**src/rtl/signed_seg_display.sv**
```systemverilog
// signed_seg_display
//   Captures a signed 8-bit result on a load strobe, converts its magnitude to
//   BCD with a sequential shift-add-3 (double-dabble) FSM, and drives a 4-digit
//   time-multiplexed common-anode seven-segment display as sign + 3 digits.
//   Build option: define ONES_COMP_EN to interpret value as ones' complement
//   (default is two's complement).
module signed_seg_display #(
    parameter int REFRESH_DIV = 100000
) (
    input  logic       clk,
    input  logic       rst,
    input  logic [7:0] value,
    input  logic       load,
    output logic       busy,
    output logic [6:0] seg,
    output logic [3:0] an,
    output logic       dp
);

    localparam int CNT_W = (REFRESH_DIV > 2) ? $clog2(REFRESH_DIV) : 1;
    localparam logic [CNT_W-1:0] CNT_LAST = CNT_W'(REFRESH_DIV - 1);

    localparam logic [6:0] BLANK = 7'h7F;
    localparam logic [6:0] MINUS = 7'b0111111;

    typedef enum logic {
        IDLE,
        CONVERT
    } state_t;

    // Conversion state
    state_t      state;
    logic [2:0]  step;
    logic        sign_r;
    logic [7:0]  mag_r;
    logic [11:0] bcd_r;

    // Display registers, written only when a conversion completes
    logic        disp_valid;
    logic        disp_sign;
    logic [3:0]  disp_hund;
    logic [3:0]  disp_tens;
    logic [3:0]  disp_ones;

    // Scan state
    logic [CNT_W-1:0] cnt;
    logic [1:0]       idx;
    logic [1:0]       idx_next;
    logic             wrap;

    logic [7:0]  mag_in;
    logic [11:0] bcd_adj;
    logic [11:0] bcd_next;
    logic [7:0]  mag_next;
    logic [6:0]  seg_next;

    function automatic logic [6:0] glyph(input logic [3:0] d);
        case (d)
            4'd0:    glyph = 7'b1000000;
            4'd1:    glyph = 7'b1111001;
            4'd2:    glyph = 7'b0100100;
            4'd3:    glyph = 7'b0110000;
            4'd4:    glyph = 7'b0011001;
            4'd5:    glyph = 7'b0010010;
            4'd6:    glyph = 7'b0000010;
            4'd7:    glyph = 7'b1111000;
            4'd8:    glyph = 7'b0000000;
            4'd9:    glyph = 7'b0010000;
            default: glyph = BLANK;
        endcase
    endfunction

    function automatic logic [3:0] add3(input logic [3:0] n);
        add3 = (n >= 4'd5) ? n + 4'd3 : n;
    endfunction

    // Magnitude of the incoming operand
    always_comb begin
        // NOTE: every signal assigned in always_comb gets a default first, so no path can infer a latch.
        mag_in = value;
`ifdef ONES_COMP_EN
        if (value[7]) begin
            mag_in = ~value;
        end
`else
        // Negation modulo 256 yields 128 for -128, matching a 9-bit negate.
        if (value[7]) begin
            mag_in = 8'd0 - value;
        end
`endif
    end

    // One double-dabble step: add 3 to nibbles >= 5, then shift {bcd, mag} left
    always_comb begin
        bcd_adj = {add3(bcd_r[11:8]), add3(bcd_r[7:4]), add3(bcd_r[3:0])};
        {bcd_next, mag_next} = {bcd_adj, mag_r} << 1;
    end

    // Conversion FSM; commits the result to the display registers on the 8th step
    always_ff @(posedge clk or posedge rst) begin
        if (rst) begin
            state      <= IDLE;
            step       <= 3'd0;
            sign_r     <= 1'b0;
            mag_r      <= 8'd0;
            bcd_r      <= 12'd0;
            busy       <= 1'b0;
            disp_valid <= 1'b0;
            disp_sign  <= 1'b0;
            disp_hund  <= 4'd0;
            disp_tens  <= 4'd0;
            disp_ones  <= 4'd0;
        end else begin
            // NOTE: sequential state uses non-blocking assignments so every register samples pre-edge values.
            case (state)
                IDLE: begin
                    if (load) begin
                        sign_r <= value[7];
                        mag_r  <= mag_in;
                        bcd_r  <= 12'd0;
                        step   <= 3'd0;
                        busy   <= 1'b1;
                        state  <= CONVERT;
                    end
                end
                CONVERT: begin
                    bcd_r <= bcd_next;
                    mag_r <= mag_next;
                    step  <= step + 3'd1;
                    if (step == 3'd7) begin
                        disp_valid <= 1'b1;
                        disp_sign  <= sign_r;
                        disp_hund  <= bcd_next[11:8];
                        disp_tens  <= bcd_next[7:4];
                        disp_ones  <= bcd_next[3:0];
                        busy       <= 1'b0;
                        state      <= IDLE;
                    end
                end
                default: begin
                    state <= IDLE;
                    busy  <= 1'b0;
                end
            endcase
        end
    end

    // Next digit index and the glyph that digit will show
    always_comb begin
        wrap     = (cnt == CNT_LAST);
        idx_next = wrap ? idx + 2'd1 : idx;
        seg_next = BLANK;
        if (disp_valid) begin
            case (idx_next)
                2'd0: seg_next = glyph(disp_ones);
                2'd1: seg_next = (disp_hund == 4'd0 && disp_tens == 4'd0) ? BLANK : glyph(disp_tens);
                2'd2: seg_next = (disp_hund == 4'd0) ? BLANK : glyph(disp_hund);
                default: seg_next = disp_sign ? MINUS : BLANK;
            endcase
        end
    end

    // Scan counter and registered an/seg, both driven from the same next index
    always_ff @(posedge clk or posedge rst) begin
        if (rst) begin
            cnt <= '0;
            idx <= 2'd0;
            seg <= BLANK;
            an  <= 4'hF;
        end else begin
            cnt <= wrap ? '0 : cnt + 1'b1;
            idx <= idx_next;
            an  <= ~(4'b0001 << idx_next);
            seg <= seg_next;
        end
    end

    assign dp = 1'b1;

endmodule

```
**config.mk**
```make
export PLATFORM = sky130hd
export DESIGN_NAME = signed_seg_display
export DESIGN_NICKNAME = d
export VERILOG_FILES = /design/src/rtl/signed_seg_display.sv
export SDC_FILE = /design/constraint.sdc
export NUM_CORES = 1
export LEC_CHECK = 0
export ABC_AREA = 1
export CAP_MARGIN = 15
export CORE_MARGIN = 4
export CORE_UTILIZATION = 52
export CTS_BUF_LIST = sky130_fd_sc_hd__clkbuf_8
export DETAILED_ROUTE_END_ITERATION = 10
export PLACE_DENSITY = 0.79
export SETUP_SLACK_MARGIN = 0.02
export SLEW_MARGIN = 20
export SYNTH_ARGS = -nofsm -noshare
export SYNTH_HDL_FRONTEND = slang
export SYNTH_SLANG_ARGS = --single-unit
```
**constraint.sdc**
```tcl
create_clock -name clk -period 2.25 [get_ports clk]
set_input_delay 0.675 -clock clk [delete_from_list [all_inputs] [get_ports clk]]
set_output_delay 0.675 -clock clk [all_outputs]
set_load 0.05 [all_outputs]
```
==> Yosys cells after proc, flatten, opt, wreduce, memory -nomap -nowiden <==
Memories as Yosys holds them, arrays and structs flattened.
Cells that the tools add are included.
{ "word_totals": {"output_inout_bits": 13, "mem_bits_rw": 0, "n_memories": 3, "mem_bits_ro": 336, "wordCells": 67, "latchBits": 0, "reg_bits": 70} }
{ "op_classes": {"multipliers": 0, "n_reduce_logical": 7, "shift": 1, "n_mux": 23, "addsub": 7, "div_mod_pow": 0, "bitwise_logic": 2, "magnitude_cmp": 3, "eq_ne": 6} }
{ "mem_list": {"columns": ["name", "depth", "width", "rd", "rd_clocked_by_memory_dff", "wr", "line", "source"], "rows": [
  ["(name not given)", 16, 7, 1, 0, 0, "58", "case (d)"],
  ["(name not given)", 16, 7, 1, 0, 0, "58", null],
  ["(name not given)", 16, 7, 1, 0, 0, "58", null]
]} }
{ "op_table": {"columns": ["operator", "count"], "rows": [
  ["7-bit two-way mux", 4],
  ["12-bit case mux with 2 select lines", 1],
  ["7-bit case mux with 3 select lines", 1],
  ["17-bit by 1-bit adder with 17-bit output, second input constant", 1],
  ["17-bit == test, second input constant", 1],
  ["17-bit two-way mux", 1],
  ["8-bit two-way mux", 2],
  ["8-bit case mux with 2 select lines", 1],
  ["4-bit by 3-bit >= comparator with 1-bit output, second input constant", 3],
  ["12-bit two-way mux", 1],
  ["4-bit by 2-bit adder with 4-bit output, second input constant", 2],
  ["4-bit logical NOT", 2],
  ["4-bit two-way mux", 2],
  ["1-bit by 8-bit subtractor with 8-bit output, first input constant", 1],
  ["3-bit two-way mux", 2],
  ["3-bit case mux with 2 select lines", 1],
  ["2-bit AND reduction", 3],
  ["1-bit two-way mux", 4],
  ["4-bit NOT", 1],
  ["1-bit case mux with 2 select lines", 2],
  ["1-bit by 2-bit left shift with 4-bit output, first input constant", 1],
  ["3-bit by 1-bit adder with 3-bit output, second input constant", 1],
  ["3-bit by 2-bit adder with 3-bit output, second input constant", 1],
  ["3-bit == test, second input constant", 1],
  ["9 further kinds", 9]
]} }

==> Logic depth before layout (Yosys ltp) <==
Gate-level depths: netlist (run 1).
{ "logic_depth": {"depth_word": 5, "ltp_mapped": 13, "depth_no_buf": 13} }

==> Worst setup path before layout (run 1) <==
Ideal clock, no wire load.
{ "synth_path": {"kind": "input to register", "startpoint": "in value[0]", "endpoint": "reg mag_r[6]", "required_time_ps": 2120, "n_path_buf": 0, "setup_ps": 130, "arrival_time_ps": 1439, "path_slack_ps": 681, "stages": 6, "path_cell_list": "inv_1 > ha_1 > nand3_1 > o31ai_1 > xor2_1 > o21ai_0"} }
{ "synth_between": {"elab_chain_len": 4} }
{ "synth_lines": {"columns": ["item", "line", "source"], "rows": [
  ["start: declaration", "12", "input logic [7:0] value,"],
  ["1-bit by 8-bit subtractor with 8-bit output", "88", "mag_in = 8'd0 - value;"],
  ["8-bit two-way mux", "87", "if (value[7]) begin"],
  ["8-bit two-way mux", "117", "if (load) begin"],
  ["8-bit case mux with 2 select lines", "115", "case (state)"],
  ["end signal: assignment", "119", "mag_r <= mag_in;"],
  ["end signal: assignment", "128", "mag_r <= mag_next;"],
  ["end: declaration", "35", "logic [7:0] mag_r;"]
]} }
No other way between the ends. The select of a mux whose other input is x is not followed.
A chain may end at the register's enable or synchronous reset.

==> Final worst setup path (run 1) <==
{ "layout_path": {"startpoint": "reg busy", "endpoint": "out busy"} }
{ "layout_lines": {"columns": ["item", "line", "source"], "rows": [
  ["start: declaration", "14", "output logic busy,"],
  ["start signal: assignment", "107", "busy <= 1'b0;"],
  ["start signal: assignment", "122", "busy <= 1'b1;"],
  ["start signal: assignment", "136", "busy <= 1'b0;"]
]} }
No word-level cell between the ends.

==> summary.md, run 1 <==
| Metric | Value |
|---|---|
| Run status | finished clean |
| First-pass iteration count of the detailed router | 6 |
| # setup viols final | 0 |
| Number of ports placed on the die boundary | 24 |
| Post-synth EDFFs | 0 |
| Quantity of I/O buffers inserted on ports | 22 |
| HPWL after detailed placement | 5.97 mm |
| Library cells used by synthesis | 40 |
| Final setup TNS | 0 ps |
| Data arrival time of the worst path | roughly 1100 ps |
| Final hold viol count | 0 |
| Share of final-layout standard cells stronger than drive strength 1 | 0.153 |
| Detailed-route DRC error count | 0 |
| Met1 WL | 3.79 mm |
| Critical path, cell by cell | dlymetal6s2s_1 |
| Total via count after detailed routing | 3287 |
| Total overflow reported by the global router | 0 |
| Number of synthesis warnings | 0 |
| First-iteration detailed-routing DRC count | 117 |
| Worst slew margin relative to its limit | 0.664 |
| Worst-path maximum fanout | 2 |
| Average footprint of a synthesized cell | around 8 um^2 |
| Post-detailed-route via-to-cell ratio | 5.10 |
| Row count | 32 |
| Highest clock frequency the design can meet | ~0.56 GHz |
| Worst min-delay path class | flip-flop to flip-flop |
| Final cell count without fillers | 644 |
| Critical path class | flip-flop to primary output |
| Number of CTS-inserted buffers | 9 |
| Synthesized netlist net count | approximately 550 |
| Die height | between 90 and 100 um |
| Setup repair after global routing missed its margin | no |
| Lkg Pwr | 2.32 nW |
| Detailed-routed wire length on met2 | 3.72 mm |
| Placed Cells | approximately 630 |
| GRT Util Overall | 0.183 |
| Starting density of the core | 0.536 |
| Total Routed Length | 7.93 mm |
| Antenna Nets Post-Route | 0 |
| Synthesized instance count | 510 |
| CTS H-Tree Depth | 3 |
| Area of the core | between 7000 and 8000 um^2 |
| Proportion of synthesized flip-flops having asynchronous set or reset | 1.00 |
| Last weighted congestion value of the routability-driven placer | 0.911 |
| Number of setup buffers added after CTS | 0 |
| Cts-stage hold buffer count | 0 |
| Fin crit period | approximately 1800 ps |
| Critical path launch point type | flip-flop |
| Largest net degree at the start of global routing | 32 |
| Fin. max-slew vios | 0 |
| Gates resized, CTS repair | 0 |
| Ys flop type | dfrtp_1 |
| Number of global-route vias before repair | ~3400 |
| Critical Path Source | busy |
| Min-delay src | cnt[2] |
| Met3 layer wire length in the routed design | 269 um |
| # nets final | 575 |
| Worst Max-Slew Pin Slew | 504 ps |
| Area added between synthesis and finish | 12.6% |
| Sequential element share of the synthesized area | 0.426 |
| Power density over cell area | 1200 nW/um^2 |
| Average wire per standard cell | 12.3 um |
| Skew-Pair Late Insertion Delay | 340 ps |
| Capturing element type of the critical path | primary output |
| Crit path max-delay family | buffers and inverters |
| Buffer and inverter count on the worst path | 1 |
| Worst path max stage delay | 420 ps |
| Clock-pin slew of the registers on the worst-case setup and hold paths | 70 ps |
| Number of buffers between clock root and the deepest sink | 2 |
| Global-route wire length before repair | 14.5 mm |
| Cell at the slowest stage of the critical path | dlymetal6s2s_1 |
| Clock tree skew after final layout | ~10 ps |
| Startpoint of the worst register-to-register path | disp_hund[0] |
| Worst IR drop on VDD | 0.489 mV |
| Post-layout power | 5.61 mW |
| TritonCTS clock tree | done |
| Cell area after synthesis | 4140 um^2 |
| Number of max-cap violations | 0 |
| #FFs+latches synth | 70 |
| X dimension of the die | 97.2 um |
| Topmost layer with routed signal wires | met4 |
| Required time of the critical path | between 1500 and 2000 ps |
| Post-route fraction of the period consumed by the critical path | 0.796 |
| Antenna cell count | 0 |
| Initial antenna violation count | 0 |
| Cell at the root of the clock tree | clkbuf_8 |
| CTS Sinks | 70 |
| Full die area | approximately 9500 um^2 |
==> power breakdown <==
part,total (mW),leakage (nW),switching [mW],internal [mW]
clock,0.949,0.0982,0.467,0.483
sequential,2.01,0.865,0.296,1.72
combinational,2.65,1.36,1.67,0.980
==> logic make-up (layout without fill, tap and decap cells) <==
group / Yosys count / in the layout / share of synthesized area
AOI/OAI and AO/OA: 86 / 86 / 0.121
xor gates and xnor gates: 13 / 13 / 0.0275
adders and majority gates: 26 / 26 / 0.0786
buffers and inverters: 96 / 128 / 0.0913
DFF: 70 / 70 / 0.426
other: 1 / 1 / 0.000906
and+or+nand+nor: 218 / 218 / 0.254
==> cells in the mapped netlist (all sizes together) (9+ instances only) <==
master	count	area, um^2
nor3	10	50.1
dfstp	11	289
nand2	112	473
dfrtp	59	1480
a21oi	16	80.1
or2	9	56.3
nand3	33	190
o22ai	11	68.8
xor2	13	114
nor2	43	205
inv	85	319
ha	26	325
o21ai	37	185
==> path summary, 6_finish.rpt <==
path                           to  slack, ps  cells after the start
setup / recovery             busy        460                      1
hold / removal             cnt[2]        500                      1
setup reg to reg           seg[6]        480                     10
hold reg to reg            cnt[2]        500                      1
max in group asynchronous  seg[3]       1020                      3
min in group asynchronous  cnt[8]        680                      2
==> final cells by class <==
class,count,area [um^2]
clock buffer,12,165
clock inverter,3,18.8
inverter,85,323
sequential,70,1770
timing repair buffer,28,265
tap,102,128
fill,666,3070
multi-input combinational,344,2000
==> cells in the final DEF, fill, tap and decap left out, types with 2 or more instances in the layout <==
cell type        instances
dfrtp_1                 59
nand3_4                  2
nand2_4                  3
nand4_1                  5
a22oi_1                  3
inv_2                    6
o211ai_1                 6
clkbuf_8                12
o21ai_0                 36
nand3_1                 31
nand2_2                 12
a21oi_1                 16
ha_1                    26
nor2_4                   3
o311ai_0                 2
or2_2                    9
a211oi_1                 2
nor3_1                  10
o22ai_1                 11
buf_12                   2
clkinv_2                 2
nor2_1                  37
a31oi_1                  3
dfstp_2                 11
nor2_2                   2
nand2_1                 97
xor2_1                  13
buf_4                   15
a22o_1                   2
inv_1                   78
nor4_1                   4
clkdlybuf4s50_1         10
==> registers in the layout (all words and copies together) (netlist names), 3 cells and up <==
signal	count
disp_ones	4
step	3
mag_r	8
disp_hund	4
disp_tens	4
cnt	17
an	4
bcd_r	12
seg	7
==> routing by layer <==
metal	vias up	GRT usage
li1	1708	-
met1	1507	0.235
met2	60	0.298
met3	12	0.0359
met4	0	0.0831
met5	-	0
==> stage by stage <==
step / instance area, um^2 / setup WS [ps] / utilization / hold slack [ps]
floorplan: 4140 / 681 / - / 453
global placement: 4480 / 188 / 0.579 / 476
detailed placement: 4480 / 122 / 0.579 / 492
CTS: 4660 / 50.1 / 0.603 / 509
global route: 4660 / 323 / 0.603 / 531
finish: 4660 / 460 / 0.603 / 502
Note: power is estimated with default switching activity, not from simulation.
==> run 2, diff against run 1 <==
Clock period 2.25 ns to 1.5 ns, I/O delays scaled along.
==> run 2 against run 1 <==
The flow now finishes with violations (negative setup slack). Core utilization is 14 points higher. Critical path depth is 10 higher. Non-clock buffer count rose by 72. Routed wire length up 31%. First-iteration DRC count rose by 60%. Critical path type is now flip-flop to flip-flop.
==> summary.md, run 2 (synthesis results as in run 1) <==
| Metric | Value |
|---|---|
| Run status | complete, but fails checks |
| Violations in the final reports | negative setup slack |
| Worst slew margin relative to its limit | 0.669 (+0.00502) |
| Critical path launch point type | flip-flop |
| Critical path class | flip-flop to flip-flop |
| Clock power frac | 0.155 (-0.014) |
| Final setup TNS | -1120 ps (-1120 ps) |
| Post-route fraction of the period consumed by the critical path | 1.10 |
| Hold-critical path endpoint | mag_r[0] |
| Worst-path maximum fanout | 8 (+6) |
| Cell at the slowest stage of the critical path | dfrtp_1 |
| Share of final-layout standard cells stronger than drive strength 1 | 0.372 (+0.219) |
| Skew-Pair Late Insertion Delay | 350 ps (about the same) |
| First-iteration detailed-routing DRC count | 187 (+60%) |
| Hold Path Depth | 3 (+2) |
| Cell at the root of the clock tree | clkbuf_8 |
| Die height | 97.2 um (unchanged) |
| Capturing element type of the critical path | flip-flop |
| Clock tree skew after final layout | 10.2 ps (-0.0570 ps) |
| First-pass iteration count of the detailed router | 5 (-1) |
| Total Routed Length | 10.4 mm (+31%) |
| CTS H-Tree Depth | 3 (unchanged) |
| Number of ports placed on the die boundary | 24 (unchanged) |
| Min-delay src | value[0] |
| Quantity of I/O buffers inserted on ports | 22 (unchanged) |
| Area added between synthesis and finish | 38.0% |
| Antenna Nets Post-Route | 0 (unchanged) |
| Critical path, cell by cell | ha_4, nand3_4, nor2_1, nand2_1, nand2_2, nand2_4, nor2_8, nand2_2, nand2_2, inv_2, nand2_2 |
| Antenna cell count | 0 (unchanged) |
| Total overflow reported by the global router | 0 (unchanged) |
| Switching part of the total | 0.435 (+0.000839) |
| Data arrival time of the worst path | 1950 ps (+830 ps) |
| Full die area | 9450 um^2 (unchanged) |
| Internal Power | 5.63 mW (+77%) |
| Initial antenna violation count | 0 (unchanged) |
| Registers with the most flip-flops | cnt x17, bcd_r x12, mag_r x8 |
| Setup slack, reg-to-reg | -150 ps (-630 ps) |
| Sequential cell fraction of total power | 0.316 (-0.042) |
| Largest net degree at the start of global routing | 41 (+28%) |
| Post-detailed-route via-to-cell ratio | 5.41 (+6.0%) |
| Lkg Pwr | 2.80 nW (+21%) |
| Starting density of the core | 0.536 (unchanged) |
| Number of global-route vias before repair | 3694 (+8.2%) |
| GRT Util Overall | 0.199 (+0.0164) |
| Fin. max-slew vios | 0 (unchanged) |
| Final hold viol count | 0 (unchanged) |
| Max FFs per register | 17 (unchanged) |
| Detailed-route DRC error count | 0 (unchanged) |
| Highest clock frequency the design can meet | about 0.61 GHz |
| Area of the core | 7730 um^2 (unchanged) |
| CTS Sinks | 70 (unchanged) |
| Most frequent standard cell in the layout excluding fill and tap cells | nand2_1 |
| # setup viols final | 15 (+15) |
| Global-route wire length before repair | 15.8 mm (+8.5%) |
| Worst min-delay path class | input port to flip-flop |
| Last weighted congestion value of the routability-driven placer | 0.917 (+0.65%) |
| Post-layout power | 9.96 mW (+77%) |
| TritonCTS clock tree | done |
| Total via count after detailed routing | 3878 (+18%) |
| Power density over cell area | 1740 nW/um^2 (+45%) |
| Detailed-routed wire length on met2 | 5.40 mm (+45%) |
| Reg2Reg Depth | 11 (+1) |
| Share of power burned in combinational logic | 0.529 (+0.056) |
| Worst IR drop on VDD | 0.850 mV (+74%) |
| Required time of the critical path | 1800 ps (+230 ps) |
| Crit path setup slack, layout | -149 ps (-609 ps) |
| # nets final | 647 (+13%) |
| HPWL after detailed placement | 6.60 mm (+11%) |
| Met1 WL | 4.27 mm (+12%) |
| Worst flop-to-flop path endpoint | seg[3] |
| X dimension of the die | 97.2 um (unchanged) |
| Setup repair after global routing missed its margin | yes |
| Topmost layer with routed signal wires | met4 |
| Commonest cells after routing, fill and taps aside | 79 x nand2_1, 75 x buf_4, 61 x inv_1, 58 x dfrtp_1, 30 x nor2_1 |
| Most repeated library cell on the critical path | nand2_2 |
| Number of buffers between clock root and the deepest sink | 2 (unchanged) |
| Fin crit period | about 1600 ps |
| Startpoint of the worst register-to-register path | cnt[0] |
| Met3 layer wire length in the routed design | 444 um (+65%) |
| Worst path max stage delay | 440 ps (+20 ps) |
| Worst Max-Slew Pin Slew | 493 ps (-10.5 ps) |
| Number of max-cap violations | 0 (unchanged) |
| Top reg by flops | cnt |
| Average wire per standard cell | 14.5 um (+18%) |
| FILL cells | 489 (-27%) |
| Switching pwr | 4.33 mW (+78%) |
| Number of CTS-inserted buffers | 9 (unchanged) |
| Clock-pin slew of the registers on the worst-case setup and hold paths | 80 ps (about the same) |
| Row count | 32 (unchanged) |
run 2: cell count changes in the layout (fill, tap and decap cells not counted), sizes merged:
cell           before  now
dlymetal6s2s        1    2
clkinvlp            1    3
inv                84   85
clkdlybuf4s50      10    8
clkinv              3    2
bufinv              0    1
clkbuf             12   10
buf                17   90
run 2: timing repair:
item,in CTS,in global routing
setup endpoints to repair,37,52
buffers inserted,9,16
pin swaps,8,28
hold buffers,0,0
gates resized for setup,15,88
run 2: routing by layer:
| metal | vias up | global-route usage |
|---|---|---|
| li1 | 1856 | - |
| met1 | 1861 | 0.238 |
| met2 | 128 | 0.354 |
| met3 | 33 | 0.0445 |
| met4 | 0 | 0.0660 |
| met5 | - | 0 |
run 2: per-stage QoR:
step / instance area (um^2) / instances / hold slack [ps] / setup WS (ps) / util
CTS: 5320 / 702 / 494 / -89.7 / 0.688
global route: 5710 / 717 / 476 / -271 / 0.739
global placement: 4990 / 677 / 474 / -337 / 0.646
detailed placement: 4990 / 677 / 485 / -367 / 0.646
floorplan: 4150 / 510 / 453 / 30.3 / -
finish: 5710 / 717 / 467 / -149 / 0.739
run 2: how the worst max path moves through the flow:
stage	start	to	slack (ps)
floorplan	cnt[0]	seg[1]	30
global placement	value[0]	mag_r[6]	-340
detailed placement	value[1]	mag_r[6]	-370
CTS	cnt[14]	seg[4]	-90
global route	cnt[0]	seg[3]	-270
finish	cnt[0]	seg[3]	-150
run 2: final cells by class:
class                   count  area (um^2)  area share
multi-input cells         344         2330       0.408
flip-flops and latches     70         1770       0.309
repair buffers            100          960       0.168
inverters                  85          325      0.0570
clock buffers              10          138      0.0241
well taps                 102          128      0.0223
clock inverters             6         62.6      0.0110
run 2: critical path: cells and delay by family (launching register included):
family | cells | cell delay [ps]
adder cells (fa/ha/maj) | 1 | 180
AND/OR/NAND/NOR | 9 | 940
buffers and inverters | 1 | 40
flip-flops | 1 | 440
run 2: power groups by stage:
stage                     registers, mW  logic [mW]  clock network (mW)
after CTS                          3.10        4.61                1.56
after detailed placement           3.11        4.50                   0
after floorplan                    3.32        2.74                   0
after global placement             3.07        4.31                   0
after global routing               3.21        5.86                1.65
final                              3.15        5.27                1.54
==> run 3, diff against run 2 <==
Settings changed: CORE_MARGIN 4 to 1.
==> run 3 against run 2 <==
The flow still finishes with violations (negative setup slack). Clock skew is 3.5 ps higher. Total power is 1.6% higher. Clock power is 20% higher. Sequential power hardly changed. Setup slack worse by 95 ps. Flip-flop and latch count stayed put. Combinational power is 3% lower. Core utilization is 0.71 points lower. Critical path type unchanged. Critical endpoint is now seg[0].
==> summary.md, run 3 (synthesis results as in run 1) <==
| Metric | Value |
|---|---|
| Final setup TNS | -1660 ps (-544 ps) |
| Setup repair after global routing missed its margin | yes |
| Share of final-layout standard cells stronger than drive strength 1 | 0.345 (-0.0275) |
| Violations in the final reports | negative setup slack |
| Worst Max-Slew Pin Slew | 508 ps (+14.4 ps) |
| Antenna cell count | 0 (unchanged) |
| Setup slack after placement | -371 ps (-4.71 ps) |
| Number of buffers between clock root and the deepest sink | 2 (unchanged) |
| X dimension of the die | 91.2 um (-6.2%) |
| HPWL after detailed placement | 6.54 mm (-0.89%) |
| # nets final | 638 (-1.4%) |
| Fin crit period | 1740 ps (+94.9 ps) |
| Cell at the root of the clock tree | clkbuf_8 |
| Footprint of the multi-input gates | 2290 um^2 (-1.9%) |
| Required time of the critical path | 1780 ps (-20 ps) |
| Clock-pin slew of the registers on the worst-case setup and hold paths | 80 ps (about the same) |
| Antenna Nets Post-Route | 0 (unchanged) |
| Clock tree skew after final layout | 13.7 ps (+3.47 ps) |
| Global-route wire length before repair | 16.7 mm (+6.1%) |
| Largest net degree at the start of global routing | 41 (unchanged) |
| Number of max-cap violations | 0 (unchanged) |
| Lkg Pwr | 2.79 nW (-0.34%) |
| Starting density of the core | 0.536 (unchanged) |
| Hold Path Depth | 3 (unchanged) |
| Cts-stage hold buffer count | 0 (unchanged) |
| Initial antenna violation count | 0 (unchanged) |
| Power density over cell area | 1790 nW/um^2 (+2.5%) |
| Post-route fraction of the period consumed by the critical path | 1.16 (+0.0633) |
| GRT Util Overall | 0.250 (+0.0511) |
| Number of global-route vias before repair | 3815 (+3.3%) |
| Total via count after detailed routing | 3944 (+1.7%) |
| Worst-path maximum fanout | 5 (-3) |
| Capturing element type of the critical path | flip-flop |
| Final hold viol count | 0 (unchanged) |
| Row count | 32 (unchanged) |
| Worst slew margin relative to its limit | 0.659 (-0.00966) |
| Registers with the most flip-flops | cnt x17, bcd_r x12, mag_r x8 |
| Top reg by flops | cnt |
| Reg2Reg Depth | 12 (+1) |
| Area of the core | 7730 um^2 (unchanged) |
| Number of ports placed on the die boundary | 24 (unchanged) |
| # setup viols final | 16 (+1) |
| First-iteration detailed-routing DRC count | 222 (+19%) |
| FILL cells | 506 (+3.5%) |
| Full die area | 8320 um^2 (-12%) |
| Data arrival time of the worst path | 2030 ps (+80 ps) |
| Detailed-route DRC error count | 0 (unchanged) |
| Total Routed Length | 11.0 mm (+5.5%) |
| Run status | complete, but fails checks |
| Post-layout power | 10.1 mW (+1.6%) |
| Critical path class | flip-flop to flip-flop |
| Critical path launch point type | flip-flop |
| Highest clock frequency the design can meet | 0.573 GHz (-5.4%) |
| Die height | 91.2 um (-6.2%) |
| Quantity of I/O buffers inserted on ports | 22 (unchanged) |
| Average wire per standard cell | 15.5 um (+6.8%) |
| Total overflow reported by the global router | 0 (unchanged) |
| Fin. max-slew vios | 0 (unchanged) |
| CTS H-Tree Depth | 3 (unchanged) |
| Worst IR drop on VDD | 0.848 mV (-0.21%) |
| Max FFs per register | 17 (unchanged) |
| First-pass iteration count of the detailed router | 5 (unchanged) |
| Storage element area | 1770 um^2 (+0.43%) |
| Area added between synthesis and finish | 36.6% |
| Crit path setup slack, layout | -244 ps (-94.9 ps) |
| Post-detailed-route via-to-cell ratio | 5.57 (+3.0%) |
| Commonest cells after routing, fill and taps aside | 85 x nand2_1, 71 x inv_1, 64 x buf_4, 52 x dfrtp_1 |
| CTS Sinks | 70 (unchanged) |
| Most frequent standard cell in the layout excluding fill and tap cells | nand2_1 |
| Last weighted congestion value of the routability-driven placer | 0.907 (-1.2%) |
| Skew-Pair Late Insertion Delay | 350 ps (about the same) |
| TritonCTS clock tree | done |
| Worst min-delay path class | input port to flip-flop |
| Number of CTS-inserted buffers | 9 (unchanged) |
[run 3: area by class of cell]
class | count | area share
Multi-Input combinational cell | 344 | 0.405
Clock buffer | 9 | 0.0219
Tap cell | 102 | 0.0226
Inverter | 85 | 0.0580
Clock inverter | 7 | 0.0203
Sequential cell | 70 | 0.314
Timing Repair Buffer | 91 | 0.159
[run 3: worst paths after layout]
kind                       slack, ps         to  startpoint
hold / removal                   460   mag_r[0]    value[0]
min in group asynchronous        510     cnt[9]         rst
hold reg to reg                  500  disp_sign   disp_sign
setup / recovery                -240     seg[0]     cnt[15]
setup reg to reg                -240     seg[0]     cnt[15]
max in group asynchronous        740     seg[1]         rst
[run 3: per-stage QoR]
step                utilization  hold WS (ps)  cells  instance area [um^2]
floorplan                     -           453    510                  4150
global placement          0.645           473    676                  4980
detailed placement        0.645           486    676                  4980
CTS                       0.691           508    698                  5340
global route              0.732           480    708                  5660
finish                    0.732           457    708                  5660
[run 3: power breakdown]
part / internal (mW) / total [mW] / switching, mW / leakage [nW]
Clock: 1.10 / 1.85 / 0.752 / 0.126
Sequential: 2.58 / 3.16 / 0.580 / 0.858
Combinational: 2.11 / 5.10 / 2.99 / 1.81
Total: 5.79 / 10.1 / 4.32 / 2.79
[run 3: metal layers]
layer | global-route usage | wire (um) | up-vias
li1 | - | - | 1839
met1 | 0.295 | 4340 | 1891
met2 | 0.433 | 5600 | 163
met3 | 0.0410 | 570 | 51
met4 | 0.139 | 479 | 0
met5 | 0 | 0 | -
[run 3: timing repair]
| action | in CTS | in global routing |
|---|---|---|
| pin swaps | 7 | 25 |
| gates resized for setup | 17 | 75 |
| setup buffers | 6 | 12 |
| endpoints found under the setup margin | 25 | 50 |
[run 3: critical path, stage by stage (launching register included)]
cell,delay (ps)
dfrtp_1,410
inv_2,60
nor2_2,70
nand2_1,100
nor2_2,180
nand3_4,130
nand2_2,120
nand2_4,90
nor2_4,170
nand2_1,80
nand2_1,100
inv_1,70
nand2_1,90
